==> src/rtl/debounce_pkg.sv <==
// Shared definitions for the switch debouncing logic: FSM state type,
// default debounce length and a constant clog2 helper.
package debounce_pkg;

    typedef enum logic {
        ST_STABLE  = 1'b0,
        ST_QUALIFY = 1'b1
    } deb_state_t;

    localparam int unsigned DEFAULT_DEBOUNCE_CYCLES = 120000;

    // Bits needed to hold values 0 .. value-1
    function automatic int unsigned clog2(input int unsigned value);
        int unsigned v;
        int unsigned w;
        v = value - 1;
        w = 0;
        while (v > 0) begin
            w = w + 1;
            v = v >> 1;
        end
        return w;
    endfunction

endpackage

==> src/rtl/sync_2ff.sv <==
// Two-flop synchroniser for an asynchronous board input; both flops are
// kept adjacent by the ASYNC_REG attribute.
module sync_2ff #(
    parameter logic RESET_LEVEL = 1'b1
) (
    input  logic CLK_12MHz,
    input  logic RST_N,
    input  logic D,
    output logic Q
);

    (* ASYNC_REG = "TRUE" *) logic r_q1;
    (* ASYNC_REG = "TRUE" *) logic r_q2;

    always_ff @(posedge CLK_12MHz) begin
        if (!RST_N) begin
            r_q1 <= RESET_LEVEL;
            r_q2 <= RESET_LEVEL;
        end else begin
            r_q1 <= D;
            r_q2 <= r_q1;
        end
    end

    assign Q = r_q2;

endmodule

==> src/rtl/switch_debouncer.sv <==
// Debounces the mechanical switch input: synchronise, qualify a level change
// for DEBOUNCE_CYCLES cycles, then emit the new level with a one-cycle edge pulse.
module switch_debouncer
    import debounce_pkg::*;
#(
    parameter int unsigned DEBOUNCE_CYCLES = DEFAULT_DEBOUNCE_CYCLES,
    parameter logic        RESET_LEVEL     = 1'b1
) (
    input  logic CLK_12MHz,
    input  logic RST_N,
    input  logic SW_IN,
    output logic SW_OUT,
    output logic SW_FALL,
    output logic SW_RISE
);

    localparam int unsigned      CNT_W    = clog2(DEBOUNCE_CYCLES);
    localparam logic [CNT_W-1:0] CNT_LAST = CNT_W'(DEBOUNCE_CYCLES - 1);

    logic             w_sync;
    deb_state_t       r_state;
    deb_state_t       w_state_nxt;
    logic [CNT_W-1:0] r_cnt;
    logic [CNT_W-1:0] w_cnt_nxt;
    logic             r_out;
    logic             w_out_nxt;
    logic             r_fall;
    logic             w_fall_nxt;
    logic             r_rise;
    logic             w_rise_nxt;

    sync_2ff #(
        .RESET_LEVEL(RESET_LEVEL)
    ) u_sync (
        .CLK_12MHz(CLK_12MHz),
        .RST_N    (RST_N),
        .D        (SW_IN),
        .Q        (w_sync)
    );

    always_ff @(posedge CLK_12MHz) begin
        if (!RST_N) begin
            r_state <= ST_STABLE;
            r_cnt   <= '0;
            r_out   <= RESET_LEVEL;
            r_fall  <= 1'b0;
            r_rise  <= 1'b0;
        end else begin
            r_state <= w_state_nxt;
            r_cnt   <= w_cnt_nxt;
            r_out   <= w_out_nxt;
            r_fall  <= w_fall_nxt;
            r_rise  <= w_rise_nxt;
        end
    end

    always_comb begin
        w_state_nxt = r_state;
        w_cnt_nxt   = r_cnt;
        w_out_nxt   = r_out;
        w_fall_nxt  = 1'b0;
        w_rise_nxt  = 1'b0;
        case (r_state)
            ST_STABLE: begin
                if (w_sync != r_out) begin
                    w_state_nxt = ST_QUALIFY;
                    w_cnt_nxt   = CNT_W'(1);
                end else begin
                    w_cnt_nxt   = '0;
                end
            end
            ST_QUALIFY: begin
                // Any cycle of agreement abandons the attempt; a new one starts from 0
                if (w_sync == r_out) begin
                    w_state_nxt = ST_STABLE;
                    w_cnt_nxt   = '0;
                end else if (r_cnt == CNT_LAST) begin
                    w_state_nxt = ST_STABLE;
                    w_cnt_nxt   = '0;
                    w_out_nxt   = w_sync;
                    w_fall_nxt  = ~w_sync;
                    w_rise_nxt  = w_sync;
                end else begin
                    w_cnt_nxt   = r_cnt + 1'b1;
                end
            end
            default: begin
                w_state_nxt = ST_STABLE;
                w_cnt_nxt   = '0;
            end
        endcase
    end

    assign SW_OUT  = r_out;
    assign SW_FALL = r_fall;
    assign SW_RISE = r_rise;

endmodule

==> config.mk <==
export PLATFORM = sky130hd
export DESIGN_NAME = switch_debouncer
export DESIGN_NICKNAME = d
export VERILOG_FILES = /design/src/rtl/debounce_pkg.sv /design/src/rtl/sync_2ff.sv /design/src/rtl/switch_debouncer.sv
export SDC_FILE = /design/constraint.sdc
export NUM_CORES = 1
export LEC_CHECK = 0
export ABC_AREA = 0
export CORE_MARGIN = 1
export CORE_UTILIZATION = 59
export CTS_BUF_LIST = sky130_fd_sc_hd__clkbuf_16
export CTS_CLUSTER_SIZE = 10
export DETAILED_ROUTE_END_ITERATION = 16
export DONT_BUFFER_PORTS = 1
export PLACE_DENSITY = 0.75
export SYNTH_ARGS = -nofsm -noshare
export SYNTH_HDL_FRONTEND = slang
export SYNTH_SLANG_ARGS = --single-unit
==> constraint.sdc <==
create_clock -name CLK_12MHz -period 1.95 [get_ports CLK_12MHz]
set_input_delay 0.195 -clock CLK_12MHz [delete_from_list [all_inputs] [get_ports CLK_12MHz]]
set_output_delay 0.195 -clock CLK_12MHz [all_outputs]
set_load 0.005 [all_outputs]
==> flow_summary.json <==
{
  "outcome": "complete, no violations",
  "routed_via_density": 5.71,
  "cts_tree": "yes",
  "period_share": 0.887,
  "num_rows": 14,
  "top_layer": "met4",
  "reg2regPathDepth": 5,
  "synth_area_um2": 980,
  "tightest_slew_ps": 355,
  "drtPass1Iterations": 4,
  "hold_viol": 0,
  "min_from": "RST_N",
  "final_cell_mix": "23 x dfxtp_1, 19 x nor2_1, 14 x xnor2_1",
  "power.net_switching_mw": 0.163,
  "p_per_area_mw_per_mm2": 853,
  "worst-r2r-setup-slack_ps": 220,
  "die_w_um": 42.8,
  "synth_cell_type_count": 23,
  "utilization": 0.703,
  "ys_warn_count": 0,
  "ant_nets": 0,
  "vias": 708,
  "cp-end-kind": "flop",
  "final_common_cell": "dfxtp_1",
  "met3_length_um": 37,
  "crit_required_ps": 2130,
  "rsz0062_at_grt": "no",
  "hp-class": "in2reg",
  "cp_max_fo": 6,
  "coreArea_mm2": 0.00152,
  "pwr-share-clk": 0.475,
  "fillers": 108,
  "layout-drive-gt1-share": 0.0833,
  "start_util": 0.643,
  "wl_met1_um": 827,
  "reg2reg_from": "r_cnt[6]",
  "first_global_vias": 643,
  "r2r_end": "SW_RISE",
  "syn_inst": 103,
  "cts.sinks": 23,
  "holdPathEnd": "u_sync.Q",
  "worstPathArrival_ps": 1910,
  "finalNetCount": 113,
  "place_congestion": 0.778,
  "drt-initial-drc-count": 14,
  "slew_violations": 0,
  "crit_type": "reg2reg",
  "seq_area_frac_synth": 0.470,
  "vdd_drop_max_uv": 705,
  "setup_violations": 0,
  "slew_headroom": 0.761,
  "synth_area_leader_cell": "dfxtp_1",
  "min_path_cells": 1,
  "die_h_um": 42.8,
  "insertion_delay_ps": 250,
  "switching_share": 0.178,
  "path_clk_slew_ps": 60,
  "grt_first_pass_wirelength_um": 2860,
  "intPower_mw": 0.751,
  "ys_seq_elements": 23,
  "ios": 6,
  "grtUsageTotal": 0.206,
  "max_freq_mhz": 578,
  "grt_overflow": 0,
  "die_area_mm2": 0.00183,
  "ys_top_cells_by_area": "dfxtp_1 47%, xnor2_1 13%, nor2_1 7.3%",
  "wl_per_cell_um": 13.2,
  "grt_max_degree": 14,
  "syn-num-nets": 107,
  "comb_power_share": 0.005,
  "hpwl_um": 1150,
  "fin_worst_skew_ps": 1.37,
  "cts_setup_buffers": 0,
  "cts_max_level": 1,
  "port_buffers": 0,
  "synth_top_area_share": 0.470,
  "wl_met2_um": 748,
  "leakage_nw": 0.316,
  "startpoint_type": "flop",
  "cts_root_buf": "clkbuf_16",
  "area_growth_pct": 9.32,
  "tns_ps": 0,
  "clock_path_buffers": 2,
  "layout_min_cycle_time_ps": 1730,
  "cts_made_buffers": 3,
  "wl_um": 1630,
  "syn_area_per_cell_um2": 9.51,
  "drc": 0,
  "cap_violations": 0,
  "hold_buffers": 0,
  "pwr-share-seq": 0.520,
  "antenna_found_initial": 0,
  "cp-startpoint": "r_cnt[6]",
  "diodes": 0,
  "cts_resized": 0
}
-- flip-flops by register name, indices dropped and copies added (netlist names) --
signal and flops:
SW_FALL 1, SW_OUT 1, SW_RISE 1, r_cnt 17
r_state 1, u_sync.Q 1, u_sync.r_q1 1
-- power groups by stage --
stage,clock [mW],sequential [mW],combinational (mW)
final,0.434,0.475,0.00432
after global routing,0.454,0.476,0.00501
after CTS,0.439,0.475,0.00443
after detailed placement,0,0.486,0.00431
after global placement,0,0.486,0.00410
after floorplan,0,0.485,0.00400
-- critical path, cell delays in order, from the launching register on --
cell and delay, ps:
dfxtp_1 360, or4bb_1 560, nor4_4 280, buf_4 170, nand3_1 100, nor3b_1 190
-- worst max path at each step --
stage,to,slack (ps),depth (start not counted)
4_1_cts,SW_RISE,210,5
2_1_floorplan,r_cnt[4],180,6
6_report,SW_RISE,220,5
3_3_place_gp,SW_RISE,240,5
5_1_grt,SW_RISE,140,5
3_5_place_dp,SW_RISE,220,5
-- metrics by stage --
stage	setup WS [ps]	cells	power (mW)	cell area, µm²	hold slack (ps)
after floorplan	179	103	0.489	980	268
after global placement	244	120	0.490	991	270
after detailed placement	220	120	0.490	991	273
after CTS	212	124	0.918	1070	12.8
after global routing	137	124	0.935	1070	18.5
final	220	124	0.913	1070	13.9
-- cell families after synthesis --
group                    count (synthesis)  share of synthesized area
AND/OR/NAND/NOR                         54                      0.307
flip-flops                              23                      0.470
XOR/XNOR                                16                      0.143
buffers and inverters                    6                     0.0472
AO/OA/AOI/OAI                            3                     0.0204
adder cells (fa/ha/maj)                  1                     0.0128
-- routing by layer --
metal  vias to the layer above  track usage
li1                        364            -
met1                       330        0.274
met2                        10        0.321
met3                         4       0.0383
met4                         0       0.0938
met5                         -            0
-- synthesized netlist by cell type --
master     n
nand2b_1   2
nor3_1     4
xor2_1     2
xnor2_1   14
nor4_4     1
or4bb_1    1
dfxtp_1   23
nor2_1    19
nor3b_1    2
nand3_1    7
buf_6      1
buf_12     1
nand4_1    5
a21boi_0   1
a21oi_1    1
inv_1      4
nor4_1     6
o21a_1     1
or3b_1     1
or4b_4     1
ha_1       1
nand2_1    4
nand3b_1   1
-- final cells by class --
type / instances / area, µm² / share of cell area
clock buffer: 3 / 75.1 / 0.0701
timing repair buffer: 3 / 22.5 / 0.0210
inverter: 4 / 15.0 / 0.0140
sequential: 23 / 460 / 0.430
clock inverter: 1 / 5.00 / 0.00467
tap: 16 / 20.0 / 0.0187
multi-input combinational: 74 / 473 / 0.442
Power figures use the tool's default switching activity.
